`src/rtl/text_pixel_pipe_pkg.sv`:
```
// Shared constants and counter helpers for the text-mode pixel pipeline.
package text_pixel_pipe_pkg;

    localparam int unsigned CursorLines = 2;
    localparam int unsigned PipeLatency = 4;

    function automatic int unsigned wrap_inc(input int unsigned value, input int unsigned max);
        return (value >= max) ? 32'd0 : value + 32'd1;
    endfunction

    function automatic int unsigned sat_inc(input int unsigned value, input int unsigned limit);
        return (value >= limit) ? limit : value + 32'd1;
    endfunction

endpackage

```
`src/rtl/text_pixel_pipe_cell_tracker.sv`:
```
// Incremental character-cell tracker: follows the scan position without dividers.
module text_pixel_pipe_cell_tracker
    import text_pixel_pipe_pkg::*;
#(
    parameter int unsigned CHAR_W = 9,
    parameter int unsigned CHAR_H = 16,
    parameter int unsigned COLS   = 70,
    parameter int unsigned ROWS   = 30
) (
    input  logic                         clk,
    input  logic                         clrn,
    input  logic                         valid_in,
    input  logic [9:0]                   h_addr,
    input  logic [9:0]                   v_addr,
    output logic [$clog2(CHAR_W)-1:0]    off_x,
    output logic [$clog2(COLS+1)-1:0]    col,
    output logic [$clog2(CHAR_H)-1:0]    off_y,
    output logic [$clog2(ROWS+1)-1:0]    row
);

    localparam int unsigned XW = $clog2(CHAR_W);
    localparam int unsigned YW = $clog2(CHAR_H);
    localparam int unsigned CW = $clog2(COLS + 1);
    localparam int unsigned RW = $clog2(ROWS + 1);

    logic [XW-1:0] off_x_q, off_x_d;
    logic [CW-1:0] col_q, col_d;
    logic [YW-1:0] off_y_q, off_y_d;
    logic [RW-1:0] row_q, row_d;
    logic [9:0]    last_v_q, last_v_d;
    logic          started_q, started_d;
    logic          line_start;

    assign line_start = valid_in && (h_addr == '0);

    always_comb begin
        off_x_d   = off_x_q;
        col_d     = col_q;
        off_y_d   = off_y_q;
        row_d     = row_q;
        last_v_d  = last_v_q;
        started_d = started_q;
        if (line_start) begin
            started_d = 1'b1;
            off_x_d   = '0;
            col_d     = '0;
            last_v_d  = v_addr;
            if (v_addr == '0) begin
                off_y_d = '0;
                row_d   = '0;
            end else if (v_addr != last_v_q) begin
                off_y_d = YW'(wrap_inc(32'(off_y_q), CHAR_H - 1));
                if (32'(off_y_q) == CHAR_H - 1) begin
                    row_d = RW'(sat_inc(32'(row_q), ROWS));
                end
            end
        end else if (valid_in && started_q) begin
            // Hold at zero until the first line start after reset.
            off_x_d = XW'(wrap_inc(32'(off_x_q), CHAR_W - 1));
            if (32'(off_x_q) == CHAR_W - 1) begin
                col_d = CW'(sat_inc(32'(col_q), COLS));
            end
        end
    end

    always_ff @(posedge clk or negedge clrn) begin
        if (!clrn) begin
            off_x_q   <= '0;
            col_q     <= '0;
            off_y_q   <= '0;
            row_q     <= '0;
            last_v_q  <= '0;
            started_q <= 1'b0;
        end else begin
            off_x_q   <= off_x_d;
            col_q     <= col_d;
            off_y_q   <= off_y_d;
            row_q     <= row_d;
            last_v_q  <= last_v_d;
            started_q <= started_d;
        end
    end

    assign off_x = off_x_q;
    assign col   = col_q;
    assign off_y = off_y_q;
    assign row   = row_q;

endmodule

```
`src/rtl/text_pixel_pipe.sv`:
```
// Text-mode pixel generator: cell tracking, scrolled video/font lookup and a
// blinking underline cursor, at a fixed 4-cycle latency.
module text_pixel_pipe
    import text_pixel_pipe_pkg::*;
#(
    parameter int unsigned CHAR_W       = 9,
    parameter int unsigned CHAR_H       = 16,
    parameter int unsigned COLS         = 70,
    parameter int unsigned ROWS         = 30,
    parameter int unsigned COLOR_W      = 24,
    parameter int unsigned BLINK_FRAMES = 30
) (
    input  logic                           clk,
    input  logic                           clrn,
    input  logic                           valid_in,
    input  logic [9:0]                     h_addr,
    input  logic [9:0]                     v_addr,
    input  logic [$clog2(ROWS)-1:0]        roll_row,
    input  logic                           cursor_en,
    input  logic [$clog2(COLS)-1:0]        cursor_col,
    input  logic [$clog2(ROWS)-1:0]        cursor_row,
    input  logic [COLOR_W-1:0]             color_text,
    input  logic [COLOR_W-1:0]             color_background,
    output logic [$clog2(COLS*ROWS)-1:0]   vm_addr,
    input  logic [7:0]                     vm_data,
    output logic [8+$clog2(CHAR_H)-1:0]    font_addr,
    input  logic [CHAR_W-1:0]              font_line,
    output logic [COLOR_W-1:0]             pixel,
    output logic                           pixel_valid
);

    localparam int unsigned XW     = $clog2(CHAR_W);
    localparam int unsigned YW     = $clog2(CHAR_H);
    localparam int unsigned CW     = $clog2(COLS + 1);
    localparam int unsigned RW     = $clog2(ROWS + 1);
    localparam int unsigned VmW    = $clog2(COLS * ROWS);
    localparam int unsigned BlinkW = (BLINK_FRAMES > 1) ? $clog2(BLINK_FRAMES) : 1;

    logic [XW-1:0] off_x_1;
    logic [CW-1:0] col_1;
    logic [YW-1:0] off_y_1;
    logic [RW-1:0] row_1;

    text_pixel_pipe_cell_tracker #(
        .CHAR_W (CHAR_W),
        .CHAR_H (CHAR_H),
        .COLS   (COLS),
        .ROWS   (ROWS)
    ) u_cell_tracker (
        .clk      (clk),
        .clrn     (clrn),
        .valid_in (valid_in),
        .h_addr   (h_addr),
        .v_addr   (v_addr),
        .off_x    (off_x_1),
        .col      (col_1),
        .off_y    (off_y_1),
        .row      (row_1)
    );

    logic [BlinkW-1:0] blink_cnt_q, blink_cnt_d;
    logic              phase_q, phase_d;

    always_comb begin
        blink_cnt_d = blink_cnt_q;
        phase_d     = phase_q;
        if (valid_in && (h_addr == '0) && (v_addr == '0)) begin
            if (32'(blink_cnt_q) >= BLINK_FRAMES - 1) begin
                blink_cnt_d = '0;
                phase_d     = ~phase_q;
            end else begin
                blink_cnt_d = blink_cnt_q + 1'b1;
            end
        end
    end

    // Stage 1: address math and side-band decisions from the tracker registers.
    int unsigned      mem_row;
    logic [VmW-1:0]   vm_addr_1;
    logic             in_area_1;
    logic             cursor_hit_1;

    always_comb begin
        mem_row = 32'(row_1) + 32'(roll_row);
        if (mem_row >= ROWS) begin
            mem_row = mem_row - ROWS;
        end
        vm_addr_1    = VmW'(mem_row * COLS + 32'(col_1));
        in_area_1    = (32'(col_1) < COLS) && (32'(row_1) < ROWS);
        cursor_hit_1 = cursor_en && phase_q
                       && (32'(row_1) == 32'(cursor_row))
                       && (32'(col_1) == 32'(cursor_col))
                       && (32'(off_y_1) >= CHAR_H - CursorLines);
    end

    // vld_q[i] marks stage i+1 as carrying a displayed pixel.
    logic [PipeLatency-2:0] vld_q;
    logic [XW-1:0]          off_x_2_q, off_x_3_q;
    logic [YW-1:0]          off_y_2_q;
    logic                   in_area_2_q, in_area_3_q;
    logic                   cursor_2_q, cursor_3_q;
    logic [COLOR_W-1:0]     fg_2_q, bg_2_q, fg_3_q, bg_3_q;
    logic [COLOR_W-1:0]     pixel_d;

    assign vm_addr   = vld_q[0] ? vm_addr_1 : '0;
    assign font_addr = vld_q[1] ? {vm_data, off_y_2_q} : '0;

    always_comb begin
        pixel_d = '0;
        if (vld_q[PipeLatency-2]) begin
            pixel_d = (cursor_3_q || (in_area_3_q && font_line[off_x_3_q])) ? fg_3_q : bg_3_q;
        end
    end

    always_ff @(posedge clk or negedge clrn) begin
        if (!clrn) begin
            blink_cnt_q <= '0;
            phase_q     <= 1'b0;
            vld_q       <= '0;
            off_x_2_q   <= '0;
            off_x_3_q   <= '0;
            off_y_2_q   <= '0;
            in_area_2_q <= 1'b0;
            in_area_3_q <= 1'b0;
            cursor_2_q  <= 1'b0;
            cursor_3_q  <= 1'b0;
            fg_2_q      <= '0;
            bg_2_q      <= '0;
            fg_3_q      <= '0;
            bg_3_q      <= '0;
            pixel       <= '0;
            pixel_valid <= 1'b0;
        end else begin
            blink_cnt_q <= blink_cnt_d;
            phase_q     <= phase_d;
            vld_q       <= {vld_q[PipeLatency-3:0], valid_in};
            off_x_2_q   <= off_x_1;
            off_x_3_q   <= off_x_2_q;
            off_y_2_q   <= off_y_1;
            in_area_2_q <= in_area_1;
            in_area_3_q <= in_area_2_q;
            cursor_2_q  <= cursor_hit_1;
            cursor_3_q  <= cursor_2_q;
            fg_2_q      <= color_text;
            bg_2_q      <= color_background;
            fg_3_q      <= fg_2_q;
            bg_3_q      <= bg_2_q;
            pixel       <= pixel_d;
            pixel_valid <= vld_q[PipeLatency-2];
        end
    end

endmodule

```
`config.mk`:
```
export PLATFORM = sky130hd
export DESIGN_NAME = text_pixel_pipe
export DESIGN_NICKNAME = d
export VERILOG_FILES = /design/src/rtl/text_pixel_pipe_pkg.sv /design/src/rtl/text_pixel_pipe_cell_tracker.sv /design/src/rtl/text_pixel_pipe.sv
export SDC_FILE = /design/constraint.sdc
export NUM_CORES = 1
export LEC_CHECK = 0
export CAP_MARGIN = 0
export CORE_UTILIZATION = 50
export CTS_CLUSTER_DIAMETER = 40
export DETAILED_ROUTE_END_ITERATION = 10
export PLACE_DENSITY = 0.76
export SLEW_MARGIN = 30
export SYNTH_ARGS = -nofsm -noshare
export SYNTH_HDL_FRONTEND = slang
export SYNTH_HIERARCHICAL = 1
export SYNTH_SLANG_ARGS = --single-unit
```
`constraint.sdc`:
```
create_clock -name clk -period 11.7 [get_ports clk]
set_clock_uncertainty 0.2 [all_clocks]
set_input_delay 1.17 -clock clk [delete_from_list [all_inputs] [get_ports clk]]
set_output_delay 1.17 -clock clk [all_outputs]
set_load 0.005 [all_outputs]
```
; Word-level counts from Yosys, hierarchy flattened
; Index checks and enable logic that the tools add are counted.
[totals]
elab_cells = 89
input_bits = 106
reg_bits = 177
output_inout_bits = 49
[op_classes]
multipliers = 1
n_reduce_logical = 20
n_bitwise = 1
n_lt_le_gt_ge = 10
addsub = 8
n_eq_ne = 5
muxes = 22
[ops]
columns = operator, n
row1 = two-way mux 24 bit, 2
row2 = multiplier 32 x 6 -> 11 bit (second input constant), 1
row3 = two-way mux 32 bit, 1
row4 = two-way mux 7 bit, 4
row5 = two-way mux 5 bit, 5
row6 = two-way mux 12 bit, 2
row7 = two-way mux 4 bit, 6
row8 = logical NOT 10 bit, 2
row9 = adder 12 x 7 -> 12 bit, 1
row10 = >= comparator 4 bit (second input constant), 3
row11 = adder 5 x 1 -> 5 bit (second input constant), 2
row12 = >= comparator 5 bit (second input constant), 2
row13 = inequality test 10 bit, 1
row14 = logical AND 1 bit, 9
row15 = adder 4 x 1 -> 4 bit (second input constant), 2
row16 = equality test 4 bit (second input constant), 2
row17 = nonzero test 2 bit, 4
row18 = adder 7 x 1 -> 7 bit (second input constant), 1
row19 = equality test 7 bit, 1
row20 = >= comparator 7 bit (second input constant), 1
row21 = less-than comparator 7 bit (second input constant), 1
row22 = subtractor 6 x 5 -> 7 bit (second input constant), 1
row23 = adder 5 x 5 -> 6 bit, 1
row24 = >= comparator 6 x 5 -> 1 bit (second input constant), 1
row25 = other kinds (9), 11

; Longest topological paths before layout
[logic_depth]
word_depth = 6
ltp_mapped = 21
mapped_depth_nobuf = 21

; Cells and area by module
; The synthesis kept the hierarchy.
[modules_own_cells]
columns = module, instances, cells_each, area_each_um2, seq_area_each_um2
row1 = text_pixel_pipe, 1, 464, 5895.7, 3653.5
row2 = text_pixel_pipe_cell_tracker, 1, 184, 1761.7, 775.7

; Worst setup path before layout
; OpenSTA, ideal clock, no wires.
[synth_path]
path_type = input to output
from = input port roll_row[0]
to = output port vm_addr[11]
arrival_ps = 5766
setup_slack_ps = 4564
required_time_ps = 10330
path_stages = 21
path_buffers = 0
cell_sequence = ha_1 fa_1 a21o_1 a21oi_2 xnor2_2 a31o_2 a31oi_2 mux2_2 ha_1 ha_1 ha_1 inv_1 fa_1 inv_1 ha_1 o21a_1 o31ai_1 a2111o_1 nor4_1 xor2_1 and2_1
[synth_via]
elab_chain_cells = 6
elab_cells_between_ends = 7
[synth_lines]
columns = element, line
row1 = "start, declared", text_pixel_pipe.sv:18  ; input logic [$clog2(ROWS)-1:0] roll_row,
row2 = adder 5 x 5 -> 6 bit (*), text_pixel_pipe.sv:84  ; mem_row = 32'(row_1) + 32'(roll_row);
row3 = subtractor 6 x 5 -> 7 bit / >= comparator 6 x 5 -> 1 bit (equally long branches), "text_pixel_pipe.sv:86, text_pixel_pipe.sv:85"
row4 = two-way mux 32 bit (*), text_pixel_pipe.sv:85  ; if (mem_row >= ROWS) begin
row5 = multiplier 32 x 6 -> 11 bit (*), text_pixel_pipe.sv:88  ; vm_addr_1 = VmW'(mem_row * COLS + 32'(col_1));
row6 = adder 12 x 7 -> 12 bit (*), text_pixel_pipe.sv:88
row7 = two-way mux 12 bit (*), text_pixel_pipe.sv:105  ; assign vm_addr = vld_q[0] ? vm_addr_1 : '0;
row8 = "end, declared", text_pixel_pipe.sv:24  ; output logic [$clog2(COLS*ROWS)-1:0] vm_addr,
; Every way passes the cells marked *; elsewhere a longest branch is shown, timed or not.

; Final worst setup path
; Ends and elaborated chain as after synthesis.

==> flow_summary.json <==
{
  "status": "completed",
  "synthToLayoutAreaGrowth_pct": 30.3,
  "grt_overflow_total": 0,
  "grt_pass1_vias": 5460,
  "fin_tns_setup_ns": 0,
  "syn-cell-area_um2": 7660,
  "cts_root_buffer": "clkbuf_16",
  "syn_area_per_cell_um2": 11.8,
  "cts.repair.resized": 0,
  "crit_top_cell": "ha_1",
  "post-cts-setup-buffers": 0,
  "finalPower_uw": 1440,
  "fmax_ghz": 0.119,
  "setup_ws_ns": 3.27,
  "totalWireLength_mm": 15.7,
  "layout_commonest_cell": "dfrtp_1",
  "diodes": 0,
  "tritoncts": "yes",
  "hold_violations": 0,
  "slew_headroom_pct": 39.2,
  "place_ws_ns": 3.33,
  "ctsHoldBuffers": 0,
  "stdcell_area_um2": 9980,
  "first_pass_iters": 5,
  "synth_area_leaders": "dfrtp_1 58%, ha_1 6.9%, nand2_1 3.6%",
  "synth_compound_area_share_pct": 10.4,
  "hp-class": "reg2reg",
  "syn_inst": 648,
  "boundaryPins": 155,
  "synth_edf_count": 0,
  "powerDensity_nw_per_um2": 144,
  "vias_per_cell": 5.39,
  "synth_top_cell_by_area": "dfrtp_1",
  "crit_chain": "clkdlybuf4s50_1 -> ha_1 -> fa_1 -> a21o_1 -> a21oi_2 -> xnor2_2 -> a31o_2 -> a31oi_2 -> mux2_2 -> ha_1 -> ha_1 -> ha_1 -> inv_1 -> fa_1 -> inv_1 -> ha_1 -> o21a_1 -> o31ai_1 -> a2111o_1 -> nor4_1 -> xor2_1 -> and2_1 -> clkdlybuf4s50_1",
  "path_clk_slew_ns": 0.07,
  "maxCapViolCount": 0,
  "synth-simple-area-share_pct": 14.8,
  "crit_fanout": 7,
  "core-area_um2": 14800,
  "insertion_delay_ns": 0.42,
  "fin_nets": 958,
  "end_kind": "primary output",
  "synth_mux_area_share_pct": 2.30,
  "synth_seq_area_share_pct": 57.8,
  "syn_nets": 801,
  "grt_max_degree": 96,
  "synth_top_family_by_area": "simple AND/OR/NAND/NOR gates",
  "cp.required_ns": 10.33,
  "cp_slowest_stage_delay_ns": 0.49,
  "drive_gt1_share_pct": 8.19,
  "grt_usage_pct": 21.4,
  "slowest_stage": "clkdlybuf4s50_1",
  "final_antenna_net_count": 0,
  "fin_crit_sh_pct": 72.0,
  "drcViolationCount": 0,
  "synth_seq_cells": 177,
  "clk_path_buf_depth": 2,
  "synthDominantCellAreaShare_pct": 57.8,
  "fp-row-count": 44,
  "rsz0062_at_grt": "no",
  "finalWeightedCongestion": 0.827,
  "die-area_um2": 15800,
  "peakVddDrop_v": 0.000104,
  "critPathLaunchType": "input pin",
  "htree_levels": 4,
  "final_cell_mix": "177 x dfrtp_1, 153 x clkdlybuf4s50_1, 74 x nand2_1, 42 x ha_1, 39 x nand3_1",
  "synth.distinct_cells": 73,
  "dr_total_vias": 5397,
  "drv_slew": 0,
  "wl_per_cell_um": 15.6,
  "synth-async-reset-ratio_pct": 100,
  "synth_ff_type": "dfrtp_1",
  "fp.dieW_um": 126,
  "start_util_pct": 51.9,
  "synthXorXnorAreaFrac_pct": 4.10,
  "die_h_um": 126,
  "clkSinkCount": 177,
  "antenna_found_initial": 0,
  "synth-adder-area-share_pct": 8.17,
  "cts_made_buffers": 17,
  "setup_viol": 0,
  "p_leak_uw": 0.00441,
  "placed_area_um2": 9360,
  "port_buffers": 154,
  "ys_warn_count": 6,
  "min_period_ns": 8.43,
  "tightest_slew_ns": 0.902,
  "path_class": "in2out",
  "grt_pass1_wl_mm": 26.5,
  "drtIter0Drc": 326,
  "hpwl_mm": 11.0,
  "crit_arrival_ns": 7.06
}
[path summary, 6_finish.rpt]
kind | start | end | slack [ns] | cells past startpoint
worst max-delay path | roll_row[0] | vm_addr[11] | 3.27 | 23
worst min-delay path | fg_2_q[22]$_DFF_PN0_ | fg_3_q[22]$_DFF_PN0_ | 0.15 | 0
worst max register to register | u_cell_tracker/last_v_q[4]$_DFFE_PN0N_ | u_cell_tracker/row[1]$_DFFE_PN0P_ | 9.43 | 5
worst min register to register | fg_2_q[22]$_DFF_PN0_ | fg_3_q[22]$_DFF_PN0_ | 0.15 | 0
max in group asynchronous | clrn | u_cell_tracker/last_v_q[8]$_DFFE_PN0N_ | 9.51 | 2
min in group asynchronous | clrn | bg_2_q[17]$_DFF_PN0_ | 0.62 | 1
[cells in the mapped netlist, drive strengths merged, types with 3 or more instances]
cell	number
nand4	7
xor2	5
inv	23
nor2	15
ha	42
nand2	74
mux2	9
a21o	9
nor3	10
xnor2	30
a31oi	5
buf	7
mux2i	3
and2	20
clkbuf	12
nor4	6
or4	4
a211oi	5
nor3b	6
nand2b	5
nor4b	4
nand3	39
a21oi	18
o21ai	49
fa	5
o31ai	6
o22ai	3
nor2b	8
and3	9
o21a	4
dfrtp	177
[final cells by class]
class | instances | area, um^2
well taps | 184 | 230
multi-input cells | 429 | 3050
repair buffers | 157 | 1570
fillers | 1102 | 4780
clock buffers | 19 | 453
inverters | 23 | 86.3
clock inverters | 13 | 161
flip-flops and latches | 177 | 4430
[per-stage QoR]
stage / std cells / hold slack (ns) / utilization [%]
3_3_place_gp: 970 / 0.132 / 63.4
2_1_floorplan: 648 / 0.131 / -
3_5_place_dp: 970 / 0.135 / 63.5
6_report: 1002 / 0.146 / 67.6
4_1_cts: 1002 / 0.147 / 67.6
5_1_grt: 1002 / 0.150 / 67.6
[cells by family after synthesis]
| group | count (synthesis) |
|---|---|
| xor gates and xnor gates | 35 |
| muxes | 14 |
| DFF | 177 |
| and+or+nand+nor | 214 |
| buffers and inverters | 42 |
| AOI/OAI and AO/OA | 119 |
| adders and majority gates | 47 |
[flip-flops by register name (all words and copies together) (netlist names), 5 cells and up]
register                 flops
bg_3_q                      24
pixel                       24
u_cell_tracker/last_v_q     10
blink_cnt_q                  5
bg_2_q                      24
u_cell_tracker/col           7
fg_3_q                      24
fg_2_q                      24
u_cell_tracker/row           5
[critical path: cells and delay by family]
family | cells | cell delay, ns
AOI/OAI and AO/OA | 7 | 1.58
and+or+nand+nor | 2 | 0.38
buffers and inverters | 4 | 1.01
muxes | 1 | 0.38
xor gates and xnor gates | 2 | 0.32
adders and majority gates | 7 | 2.20
[power by group]
part | switching, uW | internal [uW] | total (uW)
combinational | 90.6 | 107 | 198
sequential | 13.8 | 646 | 660
clock | 245 | 335 | 580
total | 350 | 1090 | 1440
[layer usage]
layer / wire length [um] / global-route usage, % / up-vias
li1: - / - / 2589
met1: 7080 / 27.3 / 2651
met2: 7790 / 35.5 / 146
met3: 693 / 6.37 / 11
met4: 120 / 6.02 / 0
met5: 0 / 0 / -
No activity file was read; power rests on OpenSTA's default activity.
